<file path="src/rtl/fclk_soft_mute_if.sv">
// Sample-path bundle between the I2S receiver side and the soft-mute conditioner.
interface fclk_soft_mute_if #(
    parameter int WIDTH = 32
);
    logic             in_valid;
    logic [WIDTH-1:0] data_left_in;
    logic [WIDTH-1:0] data_right_in;
    logic             mute_req;
    logic [WIDTH-1:0] data_left_out;
    logic [WIDTH-1:0] data_right_out;
    logic             out_valid;
    logic             muted;
    logic             clip_led;

    modport master (
        output in_valid, data_left_in, data_right_in, mute_req,
        input  data_left_out, data_right_out, out_valid, muted, clip_led
    );

    modport slave (
        input  in_valid, data_left_in, data_right_in, mute_req,
        output data_left_out, data_right_out, out_valid, muted, clip_led
    );
endinterface

</file>
<file path="src/rtl/fclk_soft_mute.sv">
// Frame-rate stereo conditioner: linear soft-mute gain ramp, 2-stage multiply
// pipeline and a stretched full-scale (clip) indicator.
module fclk_soft_mute #(
    parameter int WIDTH     = 32,
    parameter int RAMP_BITS = 6,
    parameter int CLIP_HOLD = 4800
) (
    input  logic           pin_i2s_fclk,
    input  logic           rst,
    fclk_soft_mute_if.slave bus
);
    localparam int GW = RAMP_BITS + 1;
    localparam int PW = WIDTH + RAMP_BITS + 2;
    localparam int CW = $clog2(CLIP_HOLD + 1);
    localparam logic [GW-1:0]    G_MAX     = {1'b1, {RAMP_BITS{1'b0}}};
    localparam logic [WIDTH-1:0] FS_POS    = {1'b0, {(WIDTH-1){1'b1}}};
    localparam logic [WIDTH-1:0] FS_NEG    = {1'b1, {(WIDTH-1){1'b0}}};
    localparam logic [CW-1:0]    CLIP_LOAD = CW'(CLIP_HOLD);

    typedef enum logic [1:0] {MUTED, RAMP_UP, UNITY, RAMP_DOWN} state_t;

    state_t              state_reg, state_next;
    logic [GW-1:0]       g_reg, g_next;
    logic [1:0]          mute_sync_reg;
    logic                mute_s;
    logic [1:0][WIDTH-1:0] in_data;
    logic [1:0][WIDTH-1:0] s1_data_reg;
    logic [GW-1:0]       s1_g_reg;
    logic                s1_valid_reg;
    logic [1:0][WIDTH-1:0] scaled;
    logic [1:0][WIDTH-1:0] out_data_reg;
    logic                out_valid_reg;
    logic [CW-1:0]       clip_cnt_reg;
    logic                clip_led_reg;
    logic                fs_hit;

    assign in_data = {bus.data_right_in, bus.data_left_in};

    // Mute request comes from an unrelated domain; resets to "muted".
    always_ff @(posedge pin_i2s_fclk) begin
        if (rst) mute_sync_reg <= 2'b11;
        else     mute_sync_reg <= {mute_sync_reg[0], bus.mute_req};
    end
    assign mute_s = mute_sync_reg[1];

    always_ff @(posedge pin_i2s_fclk) begin
        if (rst) begin
            state_reg <= MUTED;
            g_reg     <= '0;
        end else begin
            state_reg <= state_next;
            g_reg     <= g_next;
        end
    end

    // Direction and step are decided in the same cycle, so a reversal
    // continues from the current gain without a jump.
    always_comb begin
        state_next = state_reg;
        g_next     = g_reg;
        case (state_reg)
            MUTED: begin
                if (!mute_s) begin
                    state_next = RAMP_UP;
                    if (bus.in_valid) g_next = g_reg + GW'(1);
                end
            end
            UNITY: begin
                if (mute_s) begin
                    state_next = RAMP_DOWN;
                    if (bus.in_valid) g_next = g_reg - GW'(1);
                end
            end
            RAMP_UP, RAMP_DOWN: begin
                if (mute_s) begin
                    state_next = RAMP_DOWN;
                    if (g_reg == '0) begin
                        state_next = MUTED;
                    end else if (bus.in_valid) begin
                        g_next = g_reg - GW'(1);
                        if (g_reg == GW'(1)) state_next = MUTED;
                    end
                end else begin
                    state_next = RAMP_UP;
                    if (g_reg == G_MAX) begin
                        state_next = UNITY;
                    end else if (bus.in_valid) begin
                        g_next = g_reg + GW'(1);
                        if (g_reg == G_MAX - GW'(1)) state_next = UNITY;
                    end
                end
            end
        endcase
    end

    // Sign-extended operands; the low WIDTH bits above RAMP_BITS of the wide
    // product are exactly the floor-shifted result.
    genvar gi;
    generate
        for (gi = 0; gi < 2; gi++) begin : g_chan
            logic [PW-1:0] data_ext;
            logic [PW-1:0] gain_ext;
            logic [PW-1:0] prod;
            assign data_ext   = {{(PW-WIDTH){s1_data_reg[gi][WIDTH-1]}}, s1_data_reg[gi]};
            assign gain_ext   = {{(PW-GW){1'b0}}, s1_g_reg};
            assign prod       = data_ext * gain_ext;
            assign scaled[gi] = WIDTH'(prod >> RAMP_BITS);
        end
    endgenerate

    always_ff @(posedge pin_i2s_fclk) begin
        if (rst) begin
            s1_data_reg   <= '0;
            s1_g_reg      <= '0;
            s1_valid_reg  <= 1'b0;
            out_data_reg  <= '0;
            out_valid_reg <= 1'b0;
        end else begin
            s1_valid_reg  <= bus.in_valid;
            out_valid_reg <= s1_valid_reg;
            if (bus.in_valid) begin
                s1_data_reg <= in_data;
                s1_g_reg    <= g_reg;
            end
            if (s1_valid_reg) out_data_reg <= scaled;
        end
    end

    assign fs_hit = (in_data[0] == FS_POS) || (in_data[0] == FS_NEG) ||
                    (in_data[1] == FS_POS) || (in_data[1] == FS_NEG);

    always_ff @(posedge pin_i2s_fclk) begin
        if (rst) begin
            clip_cnt_reg <= '0;
            clip_led_reg <= 1'b0;
        end else if (bus.in_valid) begin
            if (fs_hit) begin
                clip_cnt_reg <= CLIP_LOAD;
                clip_led_reg <= 1'b1;
            end else if (clip_cnt_reg != '0) begin
                clip_cnt_reg <= clip_cnt_reg - CW'(1);
                if (clip_cnt_reg == CW'(1)) clip_led_reg <= 1'b0;
            end
        end
    end

    assign bus.data_left_out  = out_data_reg[0];
    assign bus.data_right_out = out_data_reg[1];
    assign bus.out_valid      = out_valid_reg;
    assign bus.muted          = (state_reg == MUTED);
    assign bus.clip_led       = clip_led_reg;
endmodule
</file>
<file path="src/flat_wrapper.sv">
// flat-port wrapper written by rule: the top's interface ports become plain ports
module fclk_soft_mute_flat 
#(
    parameter int WIDTH     = 32,
    parameter int RAMP_BITS = 6,
    parameter int CLIP_HOLD = 4800
)
  (pin_i2s_fclk, rst, bus_in_valid, bus_data_left_in, bus_data_right_in, bus_mute_req, bus_data_left_out, bus_data_right_out, bus_out_valid, bus_muted, bus_clip_led);
  fclk_soft_mute_if #(.WIDTH(WIDTH)) bus_i ();
  input  logic pin_i2s_fclk;
  input  logic rst;
  input wire logic [$bits(bus_i.in_valid)-1:0] bus_in_valid;
  input wire logic [$bits(bus_i.data_left_in)-1:0] bus_data_left_in;
  input wire logic [$bits(bus_i.data_right_in)-1:0] bus_data_right_in;
  input wire logic [$bits(bus_i.mute_req)-1:0] bus_mute_req;
  output wire logic [$bits(bus_i.data_left_out)-1:0] bus_data_left_out;
  output wire logic [$bits(bus_i.data_right_out)-1:0] bus_data_right_out;
  output wire logic [$bits(bus_i.out_valid)-1:0] bus_out_valid;
  output wire logic [$bits(bus_i.muted)-1:0] bus_muted;
  output wire logic [$bits(bus_i.clip_led)-1:0] bus_clip_led;
  assign bus_i.in_valid = bus_in_valid;
  assign bus_i.data_left_in = bus_data_left_in;
  assign bus_i.data_right_in = bus_data_right_in;
  assign bus_i.mute_req = bus_mute_req;
  assign bus_data_left_out = bus_i.data_left_out;
  assign bus_data_right_out = bus_i.data_right_out;
  assign bus_out_valid = bus_i.out_valid;
  assign bus_muted = bus_i.muted;
  assign bus_clip_led = bus_i.clip_led;
  fclk_soft_mute #(.WIDTH(WIDTH), .RAMP_BITS(RAMP_BITS), .CLIP_HOLD(CLIP_HOLD)) u_core (.pin_i2s_fclk(pin_i2s_fclk), .rst(rst), .bus(bus_i));
endmodule
</file>
<file path="config.mk">
export PLATFORM = sky130hd
export DESIGN_NAME = fclk_soft_mute_flat
export DESIGN_NICKNAME = d
export VERILOG_FILES = /design/src/rtl/fclk_soft_mute_if.sv /design/src/rtl/fclk_soft_mute.sv /design/src/flat_wrapper.sv
export SDC_FILE = /design/constraint.sdc
export NUM_CORES = 1
export LEC_CHECK = 0
export BUFFER_PORTS_ARGS = -buffer_cell sky130_fd_sc_hd__buf_2
export CORE_MARGIN = 4
export CORE_UTILIZATION = 60
export CTS_BUF_LIST = sky130_fd_sc_hd__clkbuf_2
export CTS_CLUSTER_DIAMETER = 200
export DETAILED_ROUTE_END_ITERATION = 7
export GPL_TIMING_DRIVEN = 0
export HOLD_SLACK_MARGIN = 0.06
export PLACE_DENSITY = 0.79
export SYNTH_ARGS = -nofsm -noshare
export SYNTH_HDL_FRONTEND = slang
export SYNTH_SLANG_ARGS = --single-unit
</file>
<file path="constraint.sdc">
create_clock -name pin_i2s_fclk -period 8.2 [get_ports pin_i2s_fclk]
set_input_delay 0.82 -clock pin_i2s_fclk [delete_from_list [all_inputs] [get_ports pin_i2s_fclk]]
set_output_delay 0.82 -clock pin_i2s_fclk [all_outputs]
set_load 0.02 [all_outputs]
</file>
==> reports/results.txt <==
Wirelength per Cell: 19.77 µm
Register area share after synthesis: 15.58%
Max FFs per register: 64
Tot Pwr: 1.937 mW
Nets: 3024
# IOs: 135
Pwr Density: 86.92 nW/µm²
Fmax: 0.1515 GHz
Final Util: 65.79%
Async S/R FF share, synth: 0%
Die Area: 37730 µm²
Combinational cell fraction of total power: 28.6%
Setup slack after layout: 1597 ps
Area of the multi-input gates: 15710 µm²
Hold slack: 203.0 ps
Vias in the first global route: 17430
Clk root buf: clkbuf_2
Initial DRC Count: 1239
R2R depth: 18
Flops & latches, synth: 162
# rows: 67
Setup violations, final: 0
Max Cap Viol: 0
Final WL: 58.29 mm
Setup TNS: 0 ps
Ys flop type: dfxtp_1
CTS tree: yes
Worst skew pair latency: 870 ps
Unrepaired setup endpoints after global routing: false
Clock Skews: 46.48 ps
H-tree depth reported by CTS: 4
Peak VDD IR: 0.1660 mV
Post-CTS setup buffer count: 0
# port buffers: 133
Maximum fanout along the worst path: 10
Total track usage: 31.51%
Placed Cells: 2913
Switching pwr: 0.7639 mW
Chip Width: 194.2 µm
CORE AREA: 33870 µm²
Pre-CTS WS: 1780 ps
Status: completed
CP required: 8930 ps
DP Area: 22040 µm²
Num CTS Buffers: 17
Final ANT Viol Nets: 0
Initial antenna violation count: 7
Pint: 1.173 mW
Clk slew on worst S/H paths: 270 ps
Clock period minus worst slack: 6603 ps
Largest net degree at the start of global routing: 17
Pre-antenna DRT Iters: 6
Post-Syn Area: 20810 µm²
Fin cells: 2948
Slew at the pin closest to its max-slew limit: 1115 ps
Register area: 3243 µm²
Fill count: 2881
Vias/cell: 5.738
Relative slew margins: 25.68%
Final Hold Vio Count: 0
Worst setup EP type: register
CTS sink cnt: 162
Crit path launch type: register
Sw Share: 39.44%
Synth cell types: 71
Sequential share of power: 47.5%
Final Cycle Share: 80.52%
Layout cells sized above 1: 7.369%
Number of flops mapped to enable cells by yosys: 0
First-pass GRT wire length: 93.21 mm
Post-synth top area share: 30.78%
LEAKAGE: 11.64 nW
DRC viols: 0
Area growth syn-to-layout: 7.070%
Crit path arrival time: 7330 ps
Vias: 16920
GR Overflow Total: 0
Finished Cell Area: 22280 µm²
Post-Syn Nets: 2871
Fin. max-slew vios: 0
Avg Cell Area, Syn: 8.924 µm²
RePlAce Congestion: 0.9810
Max Root-Sink Buffers: 2
Yosys warnings: 0
Post-Synthesis Cells: 2332
Largest cells by area after synthesis: fa_1 (31%), dfxtp_1 (16%), and2_1 (11%), ha_1 (9.1%), inv_1 (7.3%)
Starting Density: 61.45%
Hold Path Cell Cnt: 3
Most frequent cells in the layout: inv_1 (407), and2_1 (366), fa_1 (320)
HPWL after DPL: 47.56 mm
Crit Path Class: register to register
Die height: 194.2 µm
Most common cell after layout, fill and taps aside: inv_1
Area leader, netlist: fa_1
Hold/Removal Path Class: input pin to register
Clock Power Share: 23.9%
final cells by class:
cell class / instances / share of cell area, %
multi-input cells: 1675 / 70.49
diodes: 3 / 0.03369
inverters: 407 / 6.856
repair buffers: 134 / 3.032
clock buffers: 17 / 0.3818
flip-flops and latches: 162 / 14.55
clock inverters: 14 / 0.6401
plain buffers: 88 / 1.494
well taps: 448 / 2.516
what timing repair did:
action | in CTS | in global routing
gates resized for setup | 0 | 0
hold buffers | 1 | 0
endpoints found under the hold margin | 1 | 0
worst max-delay path, stage by stage (launching register included):
cell and delay [ps]:
dfxtp_1 390, clkbuf_1 560, clkbuf_1 790, nand2_1 170
fa_1 550, inv_1 50, fa_1 490, fa_1 500
inv_1 50, fa_1 470, inv_1 40, ha_1 350
and3_1 240, a211o_1 270, a221o_1 370, a22oi_2 320
a21oi_1 180, o41ai_2 480, o221ai_1 200
cells in the mapped netlist (5+ instances only):
cell,count
nand4_1,29
nor2_1,158
and3_1,5
nor4_1,24
o21a_1,11
and2_1,366
dfxtp_1,162
nand2b_1,5
a211oi_1,8
or3_1,7
o211ai_1,7
ha_1,151
nand3_1,15
inv_1,407
nor2b_1,6
buf_1,8
nand3b_1,6
xnor2_1,38
mux2i_1,94
nand2_1,151
nand4b_1,5
nor3_1,27
a21oi_1,64
a21o_1,26
clkbuf_1,78
o21ai_0,31
fa_1,320
a31oi_1,7
xor2_1,31
metal layers:
metal | global-route usage, % | wire, µm
met2 | 49.63 | 26490
met4 | 14.79 | 3070
met1 | 41.09 | 23090
met5 | 0 | 24
met3 | 7.993 | 5620
worst paths after layout:
kind,startpoint,to,slack [ps]
min,bus_data_left_in[3],u_core.g_chan[0].data_ext[3],200
max,u_core.s1_g_reg[3],u_core.bus.data_left_out[30],1600
min reg2reg,u_core.mute_sync_reg[0],u_core.mute_sync_reg[1],450
max reg2reg,u_core.s1_g_reg[3],u_core.bus.data_left_out[30],1600
cell families (layout without fill, tap and decap cells):
logic type | Yosys count | in the layout | share of synthesized area [%]
xor gates and xnor gates | 69 | 69 | 2.904
and+or+nand+nor | 825 | 825 | 21.11
other | 0 | 3 | 0
buffers and inverters | 495 | 660 | 8.940
adders and majority gates | 471 | 471 | 39.86
AOI/OAI and AO/OA | 216 | 216 | 7.083
DFF | 162 | 162 | 15.58
muxes | 94 | 94 | 4.521
power by group through the flow:
stage	sequential (mW)	combinational [mW]	clock, mW
after floorplan	0.908	0.377	0
after global routing	0.929	0.616	0.504
final	0.921	0.554	0.462
after global placement	0.929	0.526	0
after CTS	0.917	0.547	0.471
after detailed placement	0.932	0.543	0
No activity file was read; power rests on OpenSTA's default activity.
